File: config.mk
export PLATFORM = sky130hd
export DESIGN_NAME = pulse_sequencer
export DESIGN_NICKNAME = d
export VERILOG_FILES = /design/src/rtl/pulse_sequencer.sv
export SDC_FILE = /design/constraint.sdc
export NUM_CORES = 1
export LEC_CHECK = 0
export ABC_AREA = 0
export BUFFER_PORTS_ARGS = -buffer_cell sky130_fd_sc_hd__buf_2
export CAP_MARGIN = 20
export CORE_UTILIZATION = 30
export DETAILED_ROUTE_END_ITERATION = 7
export GPL_TIMING_DRIVEN = 0
export PLACE_DENSITY = 0.42
export SYNTH_ARGS = -nofsm -noshare
export SYNTH_HDL_FRONTEND = slang
export SYNTH_SLANG_ARGS = --single-unit
export TNS_END_PERCENT = 10
File: constraint.sdc
create_clock -name hi_clk -period 6.2 [get_ports hi_clk]
set_clock_uncertainty 0.1 [all_clocks]
set_input_delay 0.93 -clock hi_clk [delete_from_list [all_inputs] [get_ports hi_clk]]
set_output_delay 0.93 -clock hi_clk [all_outputs]
set_load 0.01 [all_outputs]
File: src/rtl/pulse_sequencer.sv
// pulse_sequencer: frame-level scheduler for a bank of pulse-channel drivers.
// Each frame tick walks a table of up to STEP_NUM steps; every step loads one
// channel's hit/gnd/count/hush holding registers, then raises that channel's
// sync for two cycles, then waits out the rest of its slot.
// Optional feature: define PULSE_SEQ_OVERRUN_EN for a sticky frame-overrun flag.
module pulse_sequencer #(
  parameter int CH_NUM   = 4,
  parameter int STEP_NUM = 8
) (
  input  logic                   rst_n,
  input  logic                   hi_clk,
  input  logic                   i_enable,
  input  logic [23:0]            i_period,
  input  logic [3:0]             i_step_count,
  input  logic                   i_wr,
  input  logic [2:0]             i_wr_addr,
  input  logic [56:0]            i_wr_data,
  input  logic                   i_clr_ovr,
  output logic [CH_NUM-1:0]      o_sync,
  output logic [8*CH_NUM-1:0]    o_hit_len,
  output logic [8*CH_NUM-1:0]    o_gnd_len,
  output logic [4*CH_NUM-1:0]    o_pulse_count,
  output logic [16*CH_NUM-1:0]   o_hush_len,
  output logic                   o_frame_start,
  output logic [2:0]             o_step_idx,
  output logic                   o_busy,
  output logic                   o_overrun
);

  typedef enum logic [1:0] {
    S_IDLE,
    S_LOAD,
    S_SYNC,
    S_SLOT
  } state_t;

  state_t      state;
  state_t      state_n;

  logic [23:0] frame_cnt;
  logic [23:0] period_m1;
  logic        frame_tick;

  logic [2:0]  step_q;
  logic [15:0] slot_cyc;
  logic [2:0]  cur_ch;
  logic [15:0] cur_len;
  logic [15:0] eff_len_m1;
  logic [3:0]  steps_clamped;
  logic        last_step;

  // Row layout {ch, step_len, hit, gnd, count, hush} is 55 bits; the top two
  // bits of the 57-bit write word carry nothing.
  logic [54:0] table_mem [STEP_NUM];
  logic [54:0] rd_row;
  logic        unused_wr_bits;

  assign unused_wr_bits = ^i_wr_data[56:55];

  // Period 0 wraps to all-ones, i.e. a full 2^24 frame.
  assign period_m1     = i_period - 24'd1;
  assign frame_tick    = rst_n & i_enable & (frame_cnt == '0);
  assign o_frame_start = frame_tick;

  assign steps_clamped = (i_step_count > 4'(STEP_NUM)) ? 4'(STEP_NUM) : i_step_count;
  assign last_step     = (({1'b0, step_q} + 4'd1) >= steps_clamped);
  assign eff_len_m1    = (cur_len < 16'd4) ? 16'd3 : (cur_len - 16'd1);

  assign rd_row        = table_mem[step_q];
  assign o_busy        = (state != S_IDLE);
  assign o_step_idx    = step_q;

  // Frame counter: cleared while disabled, equality wrap so a period shrunk
  // below the current count runs on to the 24-bit rollover.
  always_ff @(posedge hi_clk or negedge rst_n) begin
    if (!rst_n) begin
      frame_cnt <= '0;
    end else if (!i_enable) begin
      frame_cnt <= '0;
    end else if (frame_cnt == period_m1) begin
      frame_cnt <= '0;
    end else begin
      frame_cnt <= frame_cnt + 24'd1;
    end
  end

  // Step table storage; writes land at the clock edge, so a LOAD reading the
  // same row in the same cycle sees the previous contents.
  always_ff @(posedge hi_clk) begin
    if (i_wr) begin
      table_mem[i_wr_addr] <= i_wr_data[54:0];
    end
  end

  // FSM state register.
  always_ff @(posedge hi_clk or negedge rst_n) begin
    if (!rst_n) begin
      state <= S_IDLE;
    end else begin
      state <= state_n;
    end
  end

  // Next-state and sync decode; slot_cyc counts cycles since the step's LOAD.
  always_comb begin
    state_n = state;
    o_sync  = '0;
    unique case (state)
      S_IDLE: begin
        if (frame_tick && (steps_clamped != '0)) begin
          state_n = S_LOAD;
        end
      end
      S_LOAD: begin
        state_n = S_SYNC;
      end
      S_SYNC: begin
        for (int unsigned c = 0; c < CH_NUM; c++) begin
          if (cur_ch == 3'(c)) begin
            o_sync[c] = 1'b1;
          end
        end
        if (slot_cyc >= 16'd2) begin
          state_n = S_SLOT;
        end
      end
      S_SLOT: begin
        if (slot_cyc >= eff_len_m1) begin
          state_n = last_step ? S_IDLE : S_LOAD;
        end
      end
      default: begin
        state_n = S_IDLE;
      end
    endcase
    if (!i_enable) begin
      state_n = S_IDLE;
    end
  end

  // Step index, slot timer and the latched channel/length of the current step.
  always_ff @(posedge hi_clk or negedge rst_n) begin
    if (!rst_n) begin
      step_q   <= '0;
      slot_cyc <= '0;
      cur_ch   <= '0;
      cur_len  <= '0;
    end else begin
      if (state_n == S_LOAD) begin
        slot_cyc <= '0;
      end else if (state != S_IDLE) begin
        slot_cyc <= slot_cyc + 16'd1;
      end
      if ((state == S_IDLE) && (state_n == S_LOAD)) begin
        step_q <= '0;
      end else if ((state == S_SLOT) && (state_n == S_LOAD)) begin
        step_q <= step_q + 3'd1;
      end
      if (state == S_LOAD) begin
        cur_ch  <= rd_row[54:52];
        cur_len <= rd_row[51:36];
      end
    end
  end

  // Per-channel holding registers, written only for the addressed channel.
  always_ff @(posedge hi_clk or negedge rst_n) begin
    if (!rst_n) begin
      o_hit_len     <= '0;
      o_gnd_len     <= '0;
      o_pulse_count <= '0;
      o_hush_len    <= '0;
    end else if (state == S_LOAD) begin
      for (int unsigned c = 0; c < CH_NUM; c++) begin
        if (rd_row[54:52] == 3'(c)) begin
          o_hit_len[8*c +: 8]      <= rd_row[35:28];
          o_gnd_len[8*c +: 8]      <= rd_row[27:20];
          o_pulse_count[4*c +: 4]  <= rd_row[19:16];
          o_hush_len[16*c +: 16]   <= rd_row[15:0];
        end
      end
    end
  end

`ifdef PULSE_SEQ_OVERRUN_EN
  // Sticky overrun: a tick arriving mid-sequence sets it, set beats clear.
  always_ff @(posedge hi_clk or negedge rst_n) begin
    if (!rst_n) begin
      o_overrun <= 1'b0;
    end else if (frame_tick && o_busy) begin
      o_overrun <= 1'b1;
    end else if (i_clr_ovr) begin
      o_overrun <= 1'b0;
    end
  end
`else
  logic unused_clr_ovr;
  assign unused_clr_ovr = i_clr_ovr;
  assign o_overrun      = 1'b0;
`endif

endmodule

==> flow_metrics.py <==
metrics = {
    "synth": {
        "synth_top_area_share_pct": 49.9,
        "synthesis.area_sq_mm": 0.0265,
        "yosysWarnings": 0,
        "syn_inst": 1597,
        "avgSynthCellArea_sq_um": 16.6,
        "syn_nets": 1717,
        "synth_edf_count": 440,
        "ys_seq_area_share_pct": 69.6,
        "yosysUniqueCellTypes": 54,
        "ys_seq_elements": 648,
        "synth_top_area_cell": "edfxtp_1",
        "synth.area.top_cells": "edfxtp_1 (50%), dfrtp_1 (20%), mux4_2 (9.4%), mux2_2 (6.3%), nand2_1 (2.6%)",
        "synthArstFlopShare_pct": 32.1,
        "ys.flop_type": "edfxtp_1",
    },
    "die": {
        "die_width_um": 299,
        "fp.dieH_um": 299,
        "num_rows": 108,
        "core-area_sq_mm": 0.0870,
        "ioPinCount": 247,
        "initial_core_util_pct": 30.4,
        "dieArea_sq_mm": 0.0894,
    },
    "final_layout": {
        "fin_area_sq_mm": 0.0324,
        "fillers": 8257,
        "layout_common_cells": "edfxtp_1 (440), buf_2 (239), dfrtp_1 (208), nand2_1 (186), mux2_2 (149)",
        "area_growth_pct": 22.5,
        "nets": 2076,
        "mostFrequentLayoutCell": "edfxtp_1",
        "drive_gt1_share_pct": 33.7,
    },
    "pwr": {
        "p_int_mw": 9.11,
        "power_switching_mw": 3.52,
        "p_total_mw": 12.6,
        "power_density_mw_per_mm2": 390,
        "swShare_pct": 27.8,
        "clock_power_share_pct": 34.7,
        "pwr-share-seq_pct": 44.6,
        "power_leakage_nw": 12.4,
        "peakVddDrop_mv": 0.207,
        "pwr-share-comb_pct": 20.7,
    },
    "worst_hold_path": {
        "holdCritPathClass": "in2async",
    },
    "cts": {
        "cts-root-buf": "clkbuf_16",
        "numCtsBuffers": 75,
        "cts_setup_buffers": 0,
        "cts_sinks": 648,
        "clk_pin_slew_worst_paths_ns": 0.06,
        "cts_resized": 0,
        "cts_hold_buf": 0,
        "clock_latency_ns": 0.63,
        "cts-htree-levels": 3,
        "cts_tree": "yes",
        "clockBufferDepth": 3,
    },
    "sta": {
        "grt_setup_unrepaired": "false",
        "finalCriticalPeriod_ns": 4.93,
        "slew_viol_final": 0,
        "setup-violations-final": 0,
        "worst_slew_pin_slew_ns": 1.04,
        "maxSlewHeadroom_pct": 30.6,
        "fin_crit_sh_pct": 79.5,
        "hold_viol_final": 0,
        "max_freq_mhz": 203,
    },
    "global_route": {
        "grt-ovfl-total": 0,
        "grtUsageTotal_pct": 15.5,
        "grt_max_degree": 106,
        "grt_pass1_vias": 15800,
        "grt_pass1_wl_um": 104000,
        "antenna_found_initial": 15,
    },
    "routing": {
        "met3WireLength_um": 3250,
        "via_count": 14900,
        "antenna_left": 0,
        "first_pass_iters": 4,
        "viasPerCell": 4.70,
        "drt-met1-wl_um": 31300,
        "routed.top_layer": "met5",
        "drtIter0Drc": 911,
        "drc": 0,
        "wl_met2_um": 32900,
        "wirelength_um": 69000,
        "wl_per_cell_um": 21.7,
    },
    "setup_path": {
        "critical_path.startpoint_type": "flip-flop",
        "required_ns": 6.57,
        "cp.arrival_ns": 5.30,
        "critical_path_class": "reg2reg",
        "cp_max_fo": 10,
        "critPathCaptureType": "flip-flop",
        "r2r_cells": 15,
    },
    "job": {
        "drv_cap": 0,
    },
    "placement": {
        "portBuffers": 240,
        "routabilityCongestion": 0.756,
        "post_dp_cell_area_sq_mm": 0.0298,
        "hpwl_um": 47900,
    },
    "outcome": {
        "status": "complete, no violations",
    },
}
-- routing by layer --
metal,global-route usage (%),up-vias
met5,0,-
met4,3.63,18
met3,3.54,119
met2,25.5,299
met1,20.8,7679
li1,-,6800
-- cells in the mapped netlist, types with 4 or more instances --
library cell	n
a21o_1	6
a21oi_1	10
a31oi_1	4
and2_1	4
and3_1	9
buf_1	17
clkbuf_1	51
dfrtp_1	208
edfxtp_1	440
ha_1	27
inv_1	19
mux2_2	149
mux2i_1	19
mux4_2	110
nand2_1	186
nand2b_1	7
nand3_1	21
nand4_1	14
nor2_1	77
nor2b_1	5
nor3_1	28
nor3b_1	4
nor4_1	15
o21a_1	4
o21ai_0	24
o31ai_1	6
or2_2	6
or3_1	7
or4_1	13
xnor2_1	45
xor2_1	34
-- critical path, stage by stage (launching register included) --
cell and delay, ns:
dfrtp_1 0.45, or4_1 0.55, nor3_1 0.35, nand4b_1 0.29, clkbuf_1 0.28, nand2_1 0.11, ha_1 0.24, a21o_1 0.18
nand3_1 0.08, a21oi_1 0.06, or4_1 0.60, a31oi_1 0.39, and2_1 0.18, clkbuf_1 0.38, buf_1 0.43, nor2_1 0.11
-- kinds of logic after synthesis --
group	count (synthesis)	synth area share (%)
adders and majority gates	27	1.28
and+or+nand+nor	407	7.10
buffers and inverters	91	1.37
DFF	648	69.6
muxes	278	16.4
AOI/OAI and AO/OA	66	1.64
other	1	0.0142
xor gates and xnor gates	79	2.61
-- power by group through the flow --
| stage | Clock, mW | Combinational [mW] | Sequential [mW] |
|---|---|---|---|
| 3_5_place_dp | 0 | 2.65 | 5.72 |
| 2_1_floorplan | 0 | 1.35 | 5.87 |
| 4_1_cts | 4.53 | 2.66 | 5.64 |
| 3_3_place_gp | 0 | 2.57 | 5.71 |
| 5_1_grt | 4.68 | 2.89 | 5.72 |
| 6_report | 4.39 | 2.61 | 5.63 |
-- registers in the layout (all words and copies together), names as in the netlist, 3 cells and up --
| name | flops |
|---|---|
| cur_ch | 3 |
| cur_len | 16 |
| frame_cnt | 24 |
| o_gnd_len | 32 |
| o_hit_len | 32 |
| o_hush_len | 64 |
| o_pulse_count | 16 |
| o_step_idx | 3 |
| slot_cyc | 16 |
| table_mem | 440 |
-- final timing paths --
path                                              startpoint                           end  slack (ns)
worst max-delay path                  cur_len[5]$_DFFE_PN0P_      slot_cyc[11]$_DFFE_PN0P_        1.27
worst min-delay path                                   rst_n      o_gnd_len[6]$_DFFE_PN0P_        0.21
worst max register to register        cur_len[5]$_DFFE_PN0P_      slot_cyc[11]$_DFFE_PN0P_        1.27
worst min register to register  o_pulse_count[4]$_DFFE_PN0P_  o_pulse_count[4]$_DFFE_PN0P_        0.40
max in group asynchronous                              rst_n        cur_len[8]$_DFFE_PN0P_        4.69
min in group hi_clk             o_pulse_count[4]$_DFFE_PN0P_  o_pulse_count[4]$_DFFE_PN0P_        0.40
-- cell type report --
type,instances,area [sq um],share of cell area (%)
flip-flops and latches,648,18400,56.8
multi-input cells,858,7740,23.9
clock buffers,111,2260,6.97
repair buffers,282,1930,5.97
well taps,1155,1450,4.46
plain buffers,72,290,0.896
clock inverters,29,248,0.764
inverters,19,71.3,0.220
diodes,1,2.50,0.00772
-- stage by stage --
stage          utilization, %  TNS, ns  hold slack [ns]  worst slack, ns  cells
2_1_floorplan               -        0            0.373            0.707   1597
3_3_place_gp             33.5  -791.96            0.385            -4.25   2992
3_5_place_dp             34.3        0            0.387             1.22   3029
4_1_cts                  37.2        0            0.242             1.20   3169
5_1_grt                  37.2        0            0.268            0.812   3174
6_report                 37.2        0            0.208             1.27   3175
(Power assumes the default switching activity.)
